`src/rtl/mp_pipe_top.sv`:
```
// mp_pipe_top: two-stage pipelined core (decode/read -> execute/writeback)
// with an integrated register file, signed ALU, load-immediate and
// single-cycle operand forwarding so dependent instructions never stall.
module mp_pipe_top #(
    parameter int unsigned DATA_W     = 32,
    parameter int unsigned REG_ADDR_W = 5
) (
    input  logic              clk,
    input  logic              rst,
    input  logic              instr_valid,
    input  logic [31:0]       instr,
    output logic [DATA_W-1:0] result,
    output logic              result_valid,
    output logic              illegal,
    output logic [31:0]       retired_count
);

    localparam int unsigned A         = REG_ADDR_W;
    localparam int unsigned REG_COUNT = 1 << REG_ADDR_W;
    localparam int unsigned IMM_W     = 32 - 6 - REG_ADDR_W;
    localparam int unsigned SH_W      = $clog2(DATA_W);

    localparam logic [5:0] OP_NOP = 6'h00;
    localparam logic [5:0] OP_LDI = 6'h01;
    localparam logic [5:0] OP_ADD = 6'h02;
    localparam logic [5:0] OP_SUB = 6'h03;
    localparam logic [5:0] OP_AND = 6'h04;
    localparam logic [5:0] OP_OR  = 6'h05;
    localparam logic [5:0] OP_XOR = 6'h06;
    localparam logic [5:0] OP_SLL = 6'h07;
    localparam logic [5:0] OP_SRL = 6'h08;
    localparam logic [5:0] OP_SRA = 6'h0A;
    localparam logic [5:0] OP_MIN = 6'h0C;
    localparam logic [5:0] OP_MAX = 6'h0D;
    localparam logic [5:0] OP_ABS = 6'h0F;

    // Register file; R0 is never written so it always reads as zero
    logic [DATA_W-1:0] regs [REG_COUNT];

    // Stage S1 state
    logic              s1_valid;
    logic              s1_ill;
    logic [5:0]        s1_op;
    logic [A-1:0]      s1_rd;
    logic [DATA_W-1:0] s1_a;
    logic [DATA_W-1:0] s1_b;

    // Instruction field extraction
    logic [5:0]        op_f;
    logic [A-1:0]      rd_f;
    logic [A-1:0]      rs1_f;
    logic [A-1:0]      rs2_f;
    logic [IMM_W-1:0]  imm_f;
    logic [DATA_W-1:0] imm_ext;

    assign op_f    = instr[5:0];
    assign rd_f    = instr[6 +: A];
    assign rs1_f   = instr[6+A +: A];
    assign rs2_f   = instr[6+2*A +: A];
    assign imm_f   = instr[31:6+A];
    assign imm_ext = DATA_W'($signed(imm_f));

    logic [DATA_W-1:0] alu;
    logic [DATA_W-1:0] opa;
    logic [DATA_W-1:0] opb;
    logic              is_exec;
    logic              is_ill;
    logic [SH_W-1:0]   sh;

    // Opcode classification: executing (legal, non-NOP), NOP, or illegal
    always_comb begin
        is_exec = 1'b0;
        is_ill  = 1'b0;
        case (op_f)
            OP_NOP: ;
            OP_LDI, OP_ADD, OP_SUB, OP_AND, OP_OR, OP_XOR, OP_SLL, OP_SRL,
            OP_SRA, OP_MIN, OP_MAX, OP_ABS: is_exec = 1'b1;
            default: is_ill = 1'b1;
        endcase
    end

    // Operand read with forwarding of the in-flight ALU result (never for R0)
    always_comb begin
        opa = regs[rs1_f];
        opb = regs[rs2_f];
        if (s1_valid && (s1_rd == rs1_f) && (rs1_f != '0)) opa = alu;
        if (s1_valid && (s1_rd == rs2_f) && (rs2_f != '0)) opb = alu;
        if (rs1_f == '0) opa = '0;
        if (rs2_f == '0) opb = '0;
    end

    assign sh = s1_b[SH_W-1:0];

    // Signed ALU evaluated from S1
    always_comb begin
        alu = '0;
        case (s1_op)
            OP_LDI: alu = s1_a;
            OP_ADD: alu = s1_a + s1_b;
            OP_SUB: alu = s1_a - s1_b;
            OP_AND: alu = s1_a & s1_b;
            OP_OR:  alu = s1_a | s1_b;
            OP_XOR: alu = s1_a ^ s1_b;
            OP_SLL: alu = s1_a << sh;
            OP_SRL: alu = s1_a >> sh;
            OP_SRA: alu = DATA_W'($signed(s1_a) >>> sh);
            OP_MIN: alu = ($signed(s1_a) < $signed(s1_b)) ? s1_a : s1_b;
            OP_MAX: alu = ($signed(s1_a) > $signed(s1_b)) ? s1_a : s1_b;
            OP_ABS: alu = s1_a[DATA_W-1] ? (DATA_W'(0) - s1_a) : s1_a;
            default: alu = '0;
        endcase
    end

    // S1 capture: decode and operand read; LDI carries its immediate in a
    always_ff @(posedge clk) begin
        if (rst) begin
            s1_valid <= 1'b0;
            s1_ill   <= 1'b0;
            s1_op    <= OP_NOP;
            s1_rd    <= '0;
            s1_a     <= '0;
            s1_b     <= '0;
        end else begin
            s1_valid <= instr_valid && is_exec;
            s1_ill   <= instr_valid && is_ill;
            s1_op    <= op_f;
            s1_rd    <= rd_f;
            s1_a     <= (op_f == OP_LDI) ? imm_ext : opa;
            s1_b     <= opb;
        end
    end

    // Register-file writeback; writes to R0 are discarded
    always_ff @(posedge clk) begin
        if (rst) begin
            for (int unsigned i = 0; i < REG_COUNT; i++) regs[i] <= '0;
        end else if (s1_valid && (s1_rd != '0)) begin
            regs[s1_rd] <= alu;
        end
    end

    // Retire outputs: result, valid, illegal pulse and retired counter
    always_ff @(posedge clk) begin
        if (rst) begin
            result        <= '0;
            result_valid  <= 1'b0;
            illegal       <= 1'b0;
            retired_count <= '0;
        end else begin
            result_valid <= s1_valid;
            illegal      <= s1_ill;
            if (s1_valid) begin
                result        <= alu;
                retired_count <= retired_count + 32'd1;
            end
        end
    end

endmodule
```
`config.mk`:
```
export PLATFORM = sky130hd
export DESIGN_NAME = mp_pipe_top
export DESIGN_NICKNAME = d
export VERILOG_FILES = /design/src/rtl/mp_pipe_top.sv
export SDC_FILE = /design/constraint.sdc
export NUM_CORES = 2
export LEC_CHECK = 0
export CAP_MARGIN = 5
export CORE_MARGIN = 3
export CORE_UTILIZATION = 55
export CTS_BUF_LIST = sky130_fd_sc_hd__clkbuf_2
export CTS_CLUSTER_SIZE = 25
export DETAILED_ROUTE_END_ITERATION = 10
export GPL_TIMING_DRIVEN = 0
export PLACE_DENSITY_LB_ADDON = 0.1
export SLEW_MARGIN = 10
export SYNTH_ARGS = -nofsm -noshare
export SYNTH_HDL_FRONTEND = slang
export SYNTH_SLANG_ARGS = --single-unit
```
`constraint.sdc`:
```
create_clock -name clk -period 5.19 [get_ports clk]
set_input_delay 1.038 -clock clk [delete_from_list [all_inputs] [get_ports clk]]
set_output_delay 1.038 -clock clk [all_outputs]
set_load 0.01 [all_outputs]
```
Word-level counts from Yosys, hierarchy flattened
Memory sizes are Yosys's and may differ from the RTL's. A register that Yosys moved wholly into a read port is not among the register bits.
Index checks and enable logic that the tools add are counted.
Cells by class
  div/mod/pow operators: 0
  bitwise gates (word level): 3
  reduce and logical (&&, ||, !) cells: 14
  $lt $le $gt $ge: 2
  shift operators: 3
  multiply operators: 0
  equality and inequality tests: 25
  $add $sub $neg: 4
  mux-type cells: 17
Operators by type and width (number)
  $pmux W32 S12: 1
  $mux W32: 7
  $eq A6 B4 Y1 const B: 10
  $eq A6 B3 Y1 const B: 8
  $add A32 B1 Y32 const B: 1
  $add A32 B32 Y32: 1
  $and A32 B32 Y32: 1
  $gt A32 B32 Y1: 1
  $lt A32 B32 Y1: 1
  $or A32 B32 Y32: 1
  $reduce_or A32 Y1: 1
  $shl A32 B5 Y32: 1
  $shr A32 B5 Y32: 1
  $sshr A32 B5 Y32: 1
  $sub A1 B32 Y32 const A: 1
  $sub A32 B32 Y32: 1
  $xor A32 B32 Y32: 1
  $eq A6 B2 Y1 const B: 4
  $reduce_or A13 Y1: 1
  $eq A6 B1 Y1 const B: 2
  $reduce_or A12 Y1: 1
  $logic_not A5 Y1: 2
  $reduce_bool A5 Y1: 2
  $mux W1: 8
  other kinds (5): 9
Storage, ports and cells
  register bits after elaboration: 111
  bits in read-only memories: 0
  input port bits: 35
  word-level logic and storage cells: 78
  memories: 1
  output and inout port bits: 66
  latch bits: 0
  memory bits (writable): 1024
Memory list
  regs: words 32, bits a word 32, read ports 2, clocked after memory_dff 1, write ports 32, line 38  | logic [DATA_W-1:0] regs [REG_COUNT];

Depth between registers and ports, before layout
  depth in word-level cells: 7
  mapped depth: 20
  depth with buffers taken out: 14

Worst setup path before layout
No wires, ideal clock.
  kind: reg-to-reg
  start point: reg s1_b[2], read port of regs
  end point: mem regs[10][26] (data pin)
  library setup time: 0.266 ns
  data required time: 4.924 ns
  arrival: 4.171 ns
  clock period less this slack: 4.437 ns
  buffers on the path: 6
  stages on the path, launching flop included: 19
  slack: 0.753 ns
  cells stage by stage: dfxtp_1 buf_2 clkbuf_1 inv_2 buf_1 clkbuf_1 ha_1 buf_2 a21o_1 a311oi_1 nor3_1 o41a_1 o31ai_2 nor3_1 a31oi_1 o22ai_1 nor4_4 buf_2 nor2_1
RTL lines
  start: declaration: line 46  | logic [DATA_W-1:0] s1_b;
  end: declaration: line 38

==> results.json <==
{
  "status": "complete, but fails checks",
  "violations": "max-capacitance violations, max-slew violations, negative setup slack",
  "power_frac_seq_pct": 46.4,
  "vias": 58903,
  "grt_pass1_wl_mm": 415,
  "worstPathArrival_ns": 6.75,
  "fin_cells": 8365,
  "fin_ws_ns": -0.200,
  "wl_met1_mm": 97.6,
  "crit_fanout": 10,
  "avgSynthCellArea_um2": 11.6,
  "hp-start": "instr[0]",
  "critPathMaxStageDelay_ns": 0.88,
  "rows": 129,
  "cts_made_buffers": 309,
  "place_congestion": 1.12,
  "crit_slowest_cell": "a2111oi_0",
  "relSlewSlack_pct": -0.574,
  "synth-edff-count": 1024,
  "crit_buf_inv": 4,
  "met2RoutedLength_mm": 132,
  "pwr-share-clk_pct": 27.2,
  "hold_path.class": "in2reg",
  "setup_viol": 123,
  "routed_wl_mm": 299,
  "p_leak_nw": 27.0,
  "htree_num_levels": 5,
  "final_common_cell": "nor2_1",
  "p_int_mw": 15.0,
  "finalHoldViolations": 0,
  "cts_tree": "built",
  "regArea_um2": 33600,
  "portBuffers": 95,
  "multi_input_area_um2": 33100,
  "maxCapViolations": 3,
  "worstMarginPinSlew_ns": 1.51,
  "timing.rr.start": "s1_b[0]",
  "highest_layer": "met5",
  "synthCells": 5960,
  "cp-startpoint": "s1_b[0]",
  "viasPerCell": 7.04,
  "synthDistinctLibCells": 96,
  "cpMostUsedCell": "buf_2",
  "cts.path.max_buffers": 4,
  "clk_latency_ns": 1.80,
  "antenna_found_initial": 17,
  "die-area_um2": 130000,
  "fill_cells": 10091,
  "core_um2": 124000,
  "whs_ns": 0.0532,
  "fin_nets": 6635,
  "drtIter0Drc": 9355,
  "synth-async-reset-ratio_pct": 0,
  "crit_family": "compound AO/OA/AOI/OAI gates",
  "rsz0062_at_grt": "true",
  "dpl_worst_slack_ns": -2.25,
  "total_power_mw": 23.3,
  "worstPathRequired_ns": 6.55,
  "synth-seq-cells": 1167,
  "drive_above_1_share_pct": 22.0,
  "syn_area_um2": 68900,
  "io_pins": 101,
  "firstDrtPassIters": 8,
  "post-route-period-util_pct": 104,
  "fmax_mhz": 186,
  "vdd_drop_max_mv": 0.256,
  "clockRootBuffer": "clkbuf_2",
  "endpoint_kind": "flip-flop",
  "ant_nets": 0,
  "fin_skew_ns": 0.282,
  "grt_use_total_pct": 45.5,
  "powerDensity_nw_per_um2": 302,
  "power_switching_mw": 8.34,
  "cp_cell_sequence": "buf_2, buf_2, mux2_2, mux2i_1, mux2i_1, o22ai_1, o22ai_1, a2111oi_0, o221a_2, buf_2, clkbuf_4, nor2_1",
  "drc": 0,
  "grt_pass1_vias": 57137,
  "grt_overflow_total": 0,
  "start_util_pct": 55.6,
  "area_growth_pct": 12.0,
  "wl_per_cell_um": 35.7,
  "hpwl_mm": 231,
  "combPwrFrac_pct": 26.4,
  "clkTransAtPathRegs_ns": 0.11,
  "route.met3.wl_mm": 40.1,
  "synth_ff_type": "edfxtp_1",
  "die_w_um": 360,
  "yosysWarnings": 0,
  "layout_common_cells": "nor2_1 (1330), edfxtp_1 (1024), clkbuf_2 (479)",
  "slew_violations": 11,
  "critPathLaunchType": "flip-flop",
  "period_needed_ns": 5.39,
  "seq_area_frac_synth_pct": 48.8,
  "grt_max_degree": 33,
  "cts_sinks": 1167,
  "dieHeight_um": 360,
  "place_inst": 7760,
  "critPathKind": "reg2reg",
  "switching_share_pct": 35.8
}
-- worst paths after layout --
| path | end | slack [ns] | cells past startpoint |
|---|---|---|---|
| min reg2reg | illegal | 0.49 | 1 |
| min | s1_op[0] | 0.05 | 2 |
| max | regs[4][3] | -0.20 | 12 |
| max reg2reg | regs[4][3] | -0.20 | 12 |
-- sequential cells by signal, indices dropped and copies added, names as in the netlist --
signal,count
result_valid,1
s1_op,6
s1_a,32
s1_valid,1
illegal,1
s1_rd,5
s1_b,32
s1_ill,1
result,32
retired_count,32
regs,1024
-- layout make-up --
class                      instances  share of cell area [%]
inverter                          99                   0.501
multi-input combinational       4121                    42.9
sequential                      1167                    43.6
clock inverter                    75                   0.483
timing repair buffer             210                    3.47
antenna                           23                  0.0746
clock buffer                     442                    2.87
buffer                           591                    3.42
tap                             1637                    2.65
-- power groups by stage --
stage	Combinational, mW	Sequential, mW	Clock (mW)
final	6.15	10.8	6.33
after global routing	6.26	10.8	6.75
after CTS	5.72	10.8	6.29
after detailed placement	5.39	11.0	0
after global placement	5.30	11.0	0
after floorplan	3.26	10.9	0
-- synthesized netlist by cell type, drive strengths merged (7+ instances only) --
master / n / area share [%]
o221ai: 47 / 0.60
edfxtp: 1024 / 45
nor2: 1334 / 7.3
and3: 18 / 0.16
o221a: 8 / 0.13
nor2b: 28 / 0.25
a221o: 14 / 0.20
nand2: 250 / 1.4
mux2i: 315 / 4.6
buf: 207 / 1.4
clkbuf: 397 / 2.2
nand2b: 58 / 0.53
nand3: 59 / 0.44
a211oi: 74 / 0.85
and2: 13 / 0.12
inv: 98 / 0.53
a2bb2oi: 8 / 0.10
a21o: 14 / 0.15
xnor2: 56 / 0.71
and4: 7 / 0.089
dfxtp: 143 / 4.2
a221oi: 97 / 1.3
a211o: 12 / 0.15
or3: 10 / 0.098
o21ai: 263 / 1.9
mux2: 95 / 1.6
a22oi: 79 / 0.86
o22ai: 62 / 0.56
nand4: 22 / 0.20
nor4: 30 / 0.41
o21bai: 15 / 0.16
or4: 7 / 0.076
mux4: 469 / 15
a21oi: 211 / 1.5
a31oi: 22 / 0.20
xor2: 26 / 0.33
ha: 99 / 1.8
nor3: 55 / 0.44
o31ai: 23 / 0.29
o2111ai: 9 / 0.11
o21a: 10 / 0.11
o211ai: 70 / 0.76
-- routing by layer --
| metal | GRT usage [%] | up-vias |
|---|---|---|
| li1 | - | 23816 |
| met1 | 53.5 | 28837 |
| met2 | 70.1 | 5007 |
| met3 | 14.0 | 1233 |
| met4 | 35.2 | 10 |
| met5 | 1.13 | - |
-- logic make-up after synthesis --
logic type / count (synthesis) / share of synthesized area, %
fa+ha+maj: 101 / 1.86
flops: 1167 / 48.8
compound gates: 1113 / 11.0
mux: 879 / 21.5
simple gates: 1914 / 11.7
xor+xnor: 82 / 1.04
other cells: 1 / 0.00544
buf+inv: 703 / 4.15
-- stage by stage --
step	utilization, %	cell area, µm²	setup TNS [ns]
floorplan	-	69000	0
global placement	58.1	72000	-2562.10
detailed placement	58.9	73000	-2010.37
CTS	61.9	76700	0
global route	62.2	77100	-0.355
finish	62.2	77200	-8.12
-- what timing repair did --
item | in CTS | in global routing
endpoints found under the hold margin | 10 | 0
buffers inserted | 53 | 14
hold buffers | 10 | 0
pin swaps | 21 | 15
resized for setup | 122 | 91
endpoints found under the setup margin | 1088 | 1007
Note: power is estimated with default switching activity, not from simulation.
